### src/rtl/exec_pkg.sv
// Shared types for the execution-phase sequencer: state and sub-phase codes,
// enter-request priority order, and the next-state pick.
package exec_pkg;

  typedef enum logic [3:0] {
    ST_IDLE = 4'd0,
    ST_PP, ST_WE, ST_WP, ST_WA, ST_WZ, ST_WD, ST_WR, ST_WW, ST_WM, ST_WX
  } state_t;

  typedef enum logic [1:0] {PH_S1, PH_WAIT, PH_S2} phase_t;

  localparam int NUM_EW    = 9;
  localparam int NUM_LINES = 10;

  // Index 0 is the highest-priority enter request (ewe), index 8 the lowest (ewx).
  localparam state_t EW_ORDER [NUM_EW] = '{
    ST_WE, ST_WP, ST_WA, ST_WZ, ST_WD, ST_WR, ST_WW, ST_WM, ST_WX
  };

  function automatic state_t pick_next(input logic [NUM_EW-1:0] ew);
    state_t nxt;
    nxt = ST_IDLE;
    for (int i = NUM_EW - 1; i >= 0; i--)
      if (ew[i]) nxt = EW_ORDER[i];
    return nxt;
  endfunction

  function automatic logic is_mem(input state_t s);
    return (s == ST_WR) || (s == ST_WW) || (s == ST_WM);
  endfunction

  // Active-low one-hot decode; bit 0 is PP, bit 9 is WX, IDLE drives all high.
  function automatic logic [NUM_LINES-1:0] state_lines(input state_t s);
    logic [NUM_LINES-1:0] l;
    for (int i = 0; i < NUM_LINES; i++)
      l[i] = !(s == state_t'(4'(i + 1)));
    return l;
  endfunction

endpackage

### src/rtl/mem_timeout.sv
// Loadable 8-bit down-counter guarding the memory handshake; expired flags the
// WAIT cycle whose decrement would bring the count to zero.
module mem_timeout (
  input  logic       clk_sys,
  input  logic       clr,
  input  logic       load,
  input  logic       en,
  input  logic [7:0] load_val,
  output logic       expired
);

  logic [7:0] cnt;

  always_ff @(posedge clk_sys) begin
    if (clr)                     cnt <= '0;
    else if (load)               cnt <= load_val;
    else if (en && cnt != 8'd0)  cnt <= cnt - 8'd1;
  end

  assign expired = en && (cnt <= 8'd1);

endmodule

### src/rtl/exec_phase_seq.sv
// Execution-phase sequencer: one-hot active-low state lines, STROB1/STROB2,
// memory handshake with timeout, and next-state selection from EW/EKC requests.
module exec_phase_seq
  import exec_pkg::*;
#(
  parameter int MEM_TIMEOUT = 255
) (
  input  logic clk_sys,
  input  logic clr,
  input  logic start,
  input  logic ewe,
  input  logic ewp,
  input  logic ewa,
  input  logic ewz,
  input  logic ewd,
  input  logic ewr,
  input  logic eww,
  input  logic ewm,
  input  logic ewx,
  input  logic ekc_1,
  input  logic ekc_2,
  input  logic mem_ok,
  output logic pp_,
  output logic we_,
  output logic wp_,
  output logic wa_,
  output logic wz_,
  output logic wd_,
  output logic wr_,
  output logic ww_,
  output logic wm_,
  output logic wx_,
  output logic strob1,
  output logic strob2,
  output logic mem_req,
  output logic mem_wr,
  output logic busy,
  output logic done,
  output logic alarm
);

  state_t st_q, st_n, pick;
  phase_t ph_q, ph_n;
  logic   done_n, alarm_n;
  logic   tmo_load, tmo_en, tmo_exp;

  logic [NUM_EW-1:0]    ew;
  logic [NUM_LINES-1:0] lines_q;

  assign ew = {ewx, ewm, eww, ewr, ewd, ewz, ewa, ewp, ewe};

  mem_timeout u_tmo (
    .clk_sys  (clk_sys),
    .clr      (clr),
    .load     (tmo_load),
    .en       (tmo_en),
    .load_val (8'(MEM_TIMEOUT)),
    .expired  (tmo_exp)
  );

  always_comb begin
    st_n     = st_q;
    ph_n     = ph_q;
    done_n   = 1'b0;
    alarm_n  = 1'b0;
    tmo_load = 1'b0;
    tmo_en   = 1'b0;
    pick     = pick_next(ew);
    if (st_q == ST_IDLE) begin
      ph_n = PH_S1;
      if (start) st_n = ST_PP;
    end else begin
      unique case (ph_q)
        PH_S1: begin
          ph_n     = is_mem(st_q) ? PH_WAIT : PH_S2;
          tmo_load = is_mem(st_q);
        end
        PH_WAIT: begin
          tmo_en = 1'b1;
          // A completion arriving on the expiry cycle still counts as success.
          if (mem_ok) begin
            ph_n = PH_S2;
          end else if (tmo_exp) begin
            st_n    = ST_IDLE;
            ph_n    = PH_S1;
            alarm_n = 1'b1;
          end
        end
        PH_S2: begin
          ph_n = PH_S1;
          if (ekc_1 || ekc_2) begin
            st_n   = ST_IDLE;
            done_n = 1'b1;
          end else begin
            st_n    = pick;
            alarm_n = (pick == ST_IDLE);
          end
        end
        default: begin
          st_n = ST_IDLE;
          ph_n = PH_S1;
        end
      endcase
    end
  end

  // All outputs are decoded from the next state so they leave flops directly.
  always_ff @(posedge clk_sys) begin
    if (clr) begin
      st_q    <= ST_IDLE;
      ph_q    <= PH_S1;
      lines_q <= '1;
      strob1  <= 1'b0;
      strob2  <= 1'b0;
      mem_req <= 1'b0;
      mem_wr  <= 1'b0;
      busy    <= 1'b0;
      done    <= 1'b0;
      alarm   <= 1'b0;
    end else begin
      st_q    <= st_n;
      ph_q    <= ph_n;
      lines_q <= state_lines(st_n);
      strob1  <= (st_n != ST_IDLE) && (ph_n == PH_S1);
      strob2  <= (st_n != ST_IDLE) && (ph_n == PH_S2);
      mem_req <= is_mem(st_n) && (ph_n != PH_S2);
      mem_wr  <= (st_n == ST_WW);
      busy    <= (st_n != ST_IDLE);
      done    <= done_n;
      alarm   <= alarm_n;
    end
  end

  assign pp_ = lines_q[0];
  assign we_ = lines_q[1];
  assign wp_ = lines_q[2];
  assign wa_ = lines_q[3];
  assign wz_ = lines_q[4];
  assign wd_ = lines_q[5];
  assign wr_ = lines_q[6];
  assign ww_ = lines_q[7];
  assign wm_ = lines_q[8];
  assign wx_ = lines_q[9];

endmodule

### config.mk
export PLATFORM = sky130hd
export DESIGN_NAME = exec_phase_seq
export DESIGN_NICKNAME = d
export VERILOG_FILES = /design/src/rtl/exec_pkg.sv /design/src/rtl/mem_timeout.sv /design/src/rtl/exec_phase_seq.sv
export SDC_FILE = /design/constraint.sdc
export NUM_CORES = 1
export LEC_CHECK = 0
export BUFFER_PORTS_ARGS = -buffer_cell sky130_fd_sc_hd__buf_4
export CAP_MARGIN = 20
export CELL_PAD_IN_SITES_DETAIL_PLACEMENT = 1
export CELL_PAD_IN_SITES_GLOBAL_PLACEMENT = 2
export CORE_MARGIN = 1.5
export CORE_UTILIZATION = 29
export CTS_CLUSTER_DIAMETER = 120
export CTS_CLUSTER_SIZE = 10
export DETAILED_ROUTE_END_ITERATION = 8
export PLACE_DENSITY_LB_ADDON = 0.3
export SYNTH_ARGS = -nofsm -noshare
export SYNTH_HDL_FRONTEND = slang
export SYNTH_SLANG_ARGS = --single-unit
### constraint.sdc
create_clock -name clk_sys -period 2 [get_ports clk_sys]
set_input_delay 0.6 -clock clk_sys [delete_from_list [all_inputs] [get_ports clk_sys]]
set_output_delay 0.6 -clock clk_sys [all_outputs]
set_load 0.05 [all_outputs]
==> results of run 1 <==
## final cells by class
type	instances	area [um^2]
Clock buffer	7	96.3
Fill cell	599	2610
Sequential cell	31	627
Clock inverter	1	7.51
Multi-Input combinational cell	125	1030
Timing Repair Buffer	80	616
Tap cell	70	87.6
Inverter	8	32.5
## power by group
| part | internal [uW] | switching, uW | total [uW] | leakage (uW) |
|---|---|---|---|---|
| Sequential | 627 | 7.25 | 634 | 0.000253 |
| Combinational | 99.0 | 123 | 222 | 0.000700 |
| Clock | 313 | 256 | 569 | 0.0000505 |
## what timing repair did
| item | in CTS | in global routing |
|---|---|---|
| setup buffers | 5 | 0 |
| setup endpoints to repair | 15 | 20 |
| gates resized for setup | 23 | 28 |
| pin swaps | 11 | 13 |
## registers in the layout (all words and copies together) (netlist names)
register   count
strob1         1
st_q           4
ph_q           2
alarm          1
mem_req        1
lines_q       10
u_tmo.cnt      8
strob2         1
mem_wr         1
busy           1
done           1
## worst max-delay path, stage by stage (launching register included)
cell and delay [ns]:
dfxtp_2 0.33, inv_2 0.07, ha_4 0.12, or3b_4 0.39, buf_6 0.14, nor3_4 0.16
buf_6 0.13, a22o_1 0.11, a21o_1 0.18, and3_4 0.23, nand2_1 0.06
## stage by stage
step | hold slack [ns] | area (um^2)
after global placement | 0.566 | 2160
final | 0.589 | 2500
after global routing | 0.618 | 2500
after CTS | 0.600 | 2390
after detailed placement | 0.588 | 2160
after floorplan | 0.548 | 1540
## kinds of logic after synthesis
family,after synthesis
AOI/OAI and AO/OA,41
xor gates and xnor gates,7
adders and majority gates,6
buffers and inverters,13
DFF,31
muxes,1
and+or+nand+nor,70
## cells in the mapped netlist, types with 2 or more instances
cell      instances
nor3_1            6
o31ai_1           2
and2_1            3
ha_1              6
a21o_1            2
xnor2_1           4
inv_1             6
nor2_1           21
xor2_1            3
nor3_2            4
o21ai_0           5
nor4_1            3
nor2b_1           5
a21oi_1          14
a21oi_2           2
nand2_1          14
a211oi_1          2
buf_2             2
a32oi_1           3
dfxtp_1          31
## path summary, 6_finish.rpt
path	depth (start not counted)	startpoint	to	slack (ns)
worst max-delay path	10	ph_q[0]	lines_q[4]	-0.02
worst min-delay path	2	u_tmo.cnt[0]	u_tmo.cnt[0]	0.59
worst max register to register	10	ph_q[0]	lines_q[4]	-0.02
worst min register to register	2	u_tmo.cnt[0]	u_tmo.cnt[0]	0.59
## per-layer routing
layer	global-route usage, %	part of all wire [%]	vias to the layer above
li1	-	-	770
met1	18.5	39	771
met2	34.8	57	23
met3	4.70	2.7	9
met4	6.85	1.7	0
met5	0	0	-
==> flow_summary.json, run 1 <==
{
  "outcome": "finished, violations left",
  "violations": "negative setup slack",
  "synth_adder_area_share_pct": 4.87,
  "synth_cell_type_count": 51,
  "ys_warn_count": 0,
  "final_cells": 322,
  "vdd_drop_max_mv": 0.319,
  "min_period_ns": 2.02,
  "yosysTopAreaCell": "dfxtp_1",
  "die_h_um": 75.9,
  "cts_tree": "yes",
  "hpwl_um": 3850,
  "drtAntennaViolNets": 0,
  "worst_slack_ns": -0.0215,
  "synth_top_family_by_area": "simple AND/OR/NAND/NOR gates",
  "rsz0062_at_grt": "yes",
  "die_x_um": 75.9,
  "via_per_inst": 4.89,
  "dp.cells": 309,
  "fin_util_pct": 48.9,
  "crit_path_start_kind": "flip-flop",
  "layout_common_cells": "buf_4, dfxtp_1, nor2_1, nand2_1, a21oi_1",
  "vias": 1573,
  "slew_headroom_pct": 60.7,
  "syn_to_final_growth_pct": 62.2,
  "clock-skew-final_ns": 0.00491,
  "htreeDepth": 2,
  "die-area_um2": 5760,
  "drtIter0Drc": 51,
  "cts_buffers": 5,
  "tightest_slew_ns": 0.585,
  "synthArstFlopShare_pct": 0,
  "grt_usage_pct": 18.1,
  "setup_tns_ns": -0.0586,
  "grt_start_max_net_pins": 18,
  "hold_buffers": 0,
  "grt_first_pass_wirelength_um": 8230,
  "arrival_ns": 2.20,
  "ys_top_cells_by_area": "dfxtp_1, nor2_1, ha_1",
  "dp_slack_ns": -0.447,
  "synth-xor-area-share_pct": 3.98,
  "fin_total_pwr_uw": 1430,
  "rows": 26,
  "syn_avg_cell_area_um2": 9.12,
  "antenna_found_initial": 0,
  "grt_pass1_vias": 1751,
  "cp.required_ns": 2.18,
  "gp_congestion": 0.825,
  "synth_compound_area_share_pct": 20.5,
  "max_freq_ghz": 0.495,
  "synth.area.mux_share_pct": 0.649,
  "cp_max_fo": 4,
  "hp-class": "flip-flop to flip-flop",
  "ys_seq_area_share_pct": 40.3,
  "core_area_um2": 5110,
  "p_per_area_nw_per_um2": 570,
  "cap_violations": 0,
  "synthCells": 169,
  "finalSetupViolations": 4,
  "synth_seq_cells": 31,
  "final_common_cell": "buf_4",
  "first_pass_iters": 4,
  "layout.nets": 272,
  "wl_um": 5020,
  "diodes": 0,
  "clockBufferDepth": 2,
  "p_leak_uw": 0.00100,
  "grt_overflow_total": 0,
  "finalCritPeriodShare_pct": 101,
  "cts.reportedPaths.clkPinSlew_ns": 0.07,
  "port_buffers": 31,
  "drive_above_1_share_pct": 52.4,
  "critPathCaptureType": "flip-flop",
  "drv_slew": 0,
  "critPathKind": "flip-flop to flip-flop",
  "clk_latency_ns": 0.29,
  "initial_core_util_pct": 30.2,
  "synth_nets": 190,
  "clockRootBuffer": "clkbuf_8",
  "netlist_area_um2": 1540,
  "synth-edff-count": 0,
  "netlist.area_leader.share_pct": 40.3,
  "drc": 0,
  "routedWlPerCell_um": 15.6,
  "io_pins": 32,
  "finalHoldViolations": 0,
  "ys.flop_type": "dfxtp_1",
  "yosys.area_share.simple_pct": 25.6,
  "cts.sinks": 31
}
(Power assumes the default switching activity.)
==> run 2, diff against run 1 <==
Settings changed: ABC_AREA from default to 1, CORE_UTILIZATION 29 to 27.
==> flow_summary.json, run 2 <==
{
  "outcome": "finished, final reports clean",
  "crit_path_start_kind": "flip-flop",
  "port_buffers": 31,
  "min_period_ns": 1.79,
  "syn_to_final_growth_pct": 30.2,
  "dp_slack_ns": 0.112,
  "top_regs": "lines_q x10, u_tmo.cnt x8, st_q x4",
  "synth_commonest_cells": "nand2_1, dfxtp_1, inv_1, nor2_1",
  "routedWlPerCell_um": 11.3,
  "core_area_um2": 5610,
  "diodes": 0,
  "syn_avg_cell_area_um2": 7.41,
  "netlist_area_um2": 1590,
  "finalSetupViolations": 0,
  "r2r_slack_ns": 0.21,
  "wl_um": 3720,
  "p_leak_uw": 0.00102,
  "die_x_um": 79.8,
  "synthCells": 215,
  "synth_most_common_cell": "nand2_1",
  "cts.sinks": 31,
  "vias": 1433,
  "clockBufferDepth": 2,
  "synth_top_family_by_area": "simple AND/OR/NAND/NOR gates",
  "grt_start_max_net_pins": 17,
  "gp_congestion": 0.764,
  "vdd_drop_max_mv": 0.342,
  "hold_buffers": 0,
  "fin_total_pwr_uw": 1400,
  "grt_overflow_total": 0,
  "cap_violations": 0,
  "first_pass_iters": 2,
  "cts_tree": "yes",
  "p_per_area_nw_per_um2": 677,
  "synth-edff-count": 0,
  "yosys.area_share.simple_pct": 38.5,
  "synth_seq_cells": 31,
  "initial_core_util_pct": 28.4,
  "clk_latency_ns": 0.29,
  "layout_common_cells": "nand2_1, buf_4, dfxtp_1",
  "setup_tns_ns": 0,
  "synth_adder_area_share_pct": 4.71,
  "dp.cells": 320,
  "drive_above_1_share_pct": 31.5,
  "seqCellArea_um2": 621,
  "largest_reg_flops": 10,
  "r2r-start": "u_tmo.cnt[0]",
  "crit_start": "u_tmo.cnt[0]",
  "rows": 27,
  "regMostFlops": "lines_q",
  "io_pins": 32,
  "final_common_cell": "nand2_1",
  "layout.nets": 277,
  "ys_seq_area_share_pct": 38.9,
  "cts_buffers": 5,
  "htreeDepth": 2,
  "yosysTopAreaCell": "dfxtp_1",
  "synth-xor-area-share_pct": 0,
  "hp-class": "flip-flop to flip-flop",
  "worst_slack_ns": 0.214,
  "die-area_um2": 6370,
  "min_from": "u_tmo.cnt[7]",
  "synth_nets": 236,
  "cp.required_ns": 2.18,
  "clock-skew-final_ns": 0.00503,
  "rsz0062_at_grt": "no",
  "finalHoldViolations": 0,
  "die_h_um": 79.8,
  "multi_input_area_um2": 843,
  "netlist.area_leader.share_pct": 38.9,
  "synth_compound_area_share_pct": 9.03,
  "drtAntennaViolNets": 0,
  "finalCritPeriodShare_pct": 89.3,
  "synthArstFlopShare_pct": 0,
  "busiest_layer": "met2",
  "slew_headroom_pct": 82.0,
  "tightest_slew_ns": 0.269,
  "ys_warn_count": 0,
  "hpwl_um": 3010,
  "drtIter0Drc": 19,
  "use_met1_pct": 14.8,
  "drc": 0,
  "cp_max_fo": 5,
  "antenna_found_initial": 0,
  "grt_first_pass_wirelength_um": 6310,
  "arrival_ns": 1.97,
  "critPathCaptureType": "flip-flop",
  "cts.reportedPaths.clkPinSlew_ns": 0.07,
  "clockRootBuffer": "clkbuf_8",
  "max_freq_ghz": 0.560,
  "drv_slew": 0,
  "use_met3_pct": 3.77,
  "grt_pass1_vias": 1422,
  "gr-usage-met2_pct": 23.2,
  "ys_top_cells_by_area": "dfxtp_1, nand2_1, inv_1",
  "fillers": 712,
  "grt_usage_pct": 12.9,
  "final_cells": 329,
  "synth.area.mux_share_pct": 0,
  "critPathKind": "flip-flop to flip-flop",
  "via_per_inst": 4.36,
  "synth_cell_type_count": 27,
  "ys.flop_type": "dfxtp_1"
}
run 2: cell types whose count changed after synthesis, sizes merged, moves of 4 or more:
cell | before | now
inv | 7 | 35
nand3 | 0 | 7
xnor2 | 4 | 0
o21ai | 5 | 11
nor2 | 21 | 37
a31oi | 0 | 4
nor2b | 5 | 0
a21oi | 16 | 7
nor3 | 10 | 5
nand2 | 14 | 59
nor4 | 4 | 0
run 2: area by class of cell:
| cell class | instances | share of cell area, % |
|---|---|---|
| multi-input combinational | 147 | 40.6 |
| sequential | 31 | 29.9 |
| timing repair buffer | 36 | 13.0 |
| inverter | 35 | 6.45 |
| tap | 72 | 4.34 |
| clock buffer | 6 | 3.98 |
| clock inverter | 2 | 1.69 |
run 2: what timing repair did:
action                                  in CTS  in global routing
hold endpoints to repair                     0                  0
gates resized for setup                      0                  4
buffers inserted                             0                  1
endpoints found under the setup margin       0                  8
run 2: power breakdown:
part / leakage (uW) / internal (uW) / switching (uW)
clock: 0.0000612 / 403 / 246
combinational: 0.000706 / 48.7 / 78.7
sequential: 0.000251 / 625 / 3.64
total: 0.00102 / 1080 / 328
run 2: layer usage:
metal	wire length, um	vias to the layer above
met1	1620	661
li1	-	754
met5	0	-
met3	136	3
met2	1930	15
met4	27	0
run 2: cell families after synthesis:
family                   Yosys count
AO/OA/AOI/OAI                     26
adder cells (fa/ha/maj)            6
buffers and inverters             37
flip-flops                        31
AND/OR/NAND/NOR                  115
run 2: worst max-delay path, cell delays in order (launching register included):
cell     delay [ns]
dfxtp_1        0.34
inv_1          0.08
ha_2           0.22
nor2_1         0.06
nor2_2         0.09
nand2_1        0.07
nor2_1         0.14
nor2_1         0.06
nor2_1         0.08
nand2_1        0.06
nand2_1        0.11
nand2_4        0.10
nor2_8         0.10
nand2_2        0.05
nand2_2        0.07
inv_1          0.04
run 2: path summary, 6_finish.rpt:
kind	depth (start not counted)	end
worst max-delay path	15	busy
worst min register to register	2	u_tmo.cnt[7]
worst min-delay path	2	u_tmo.cnt[7]
worst max register to register	15	busy
run 2: stage by stage:
step           utilization, %  instance area (um^2)  hold slack (ns)
5_1_grt                  37.0                  2080            0.526
3_5_place_dp             34.6                  1940            0.480
4_1_cts                  36.7                  2060            0.491
6_report                 37.0                  2080            0.486
3_3_place_gp             34.6                  1940            0.477
2_1_floorplan               -                  1590            0.454
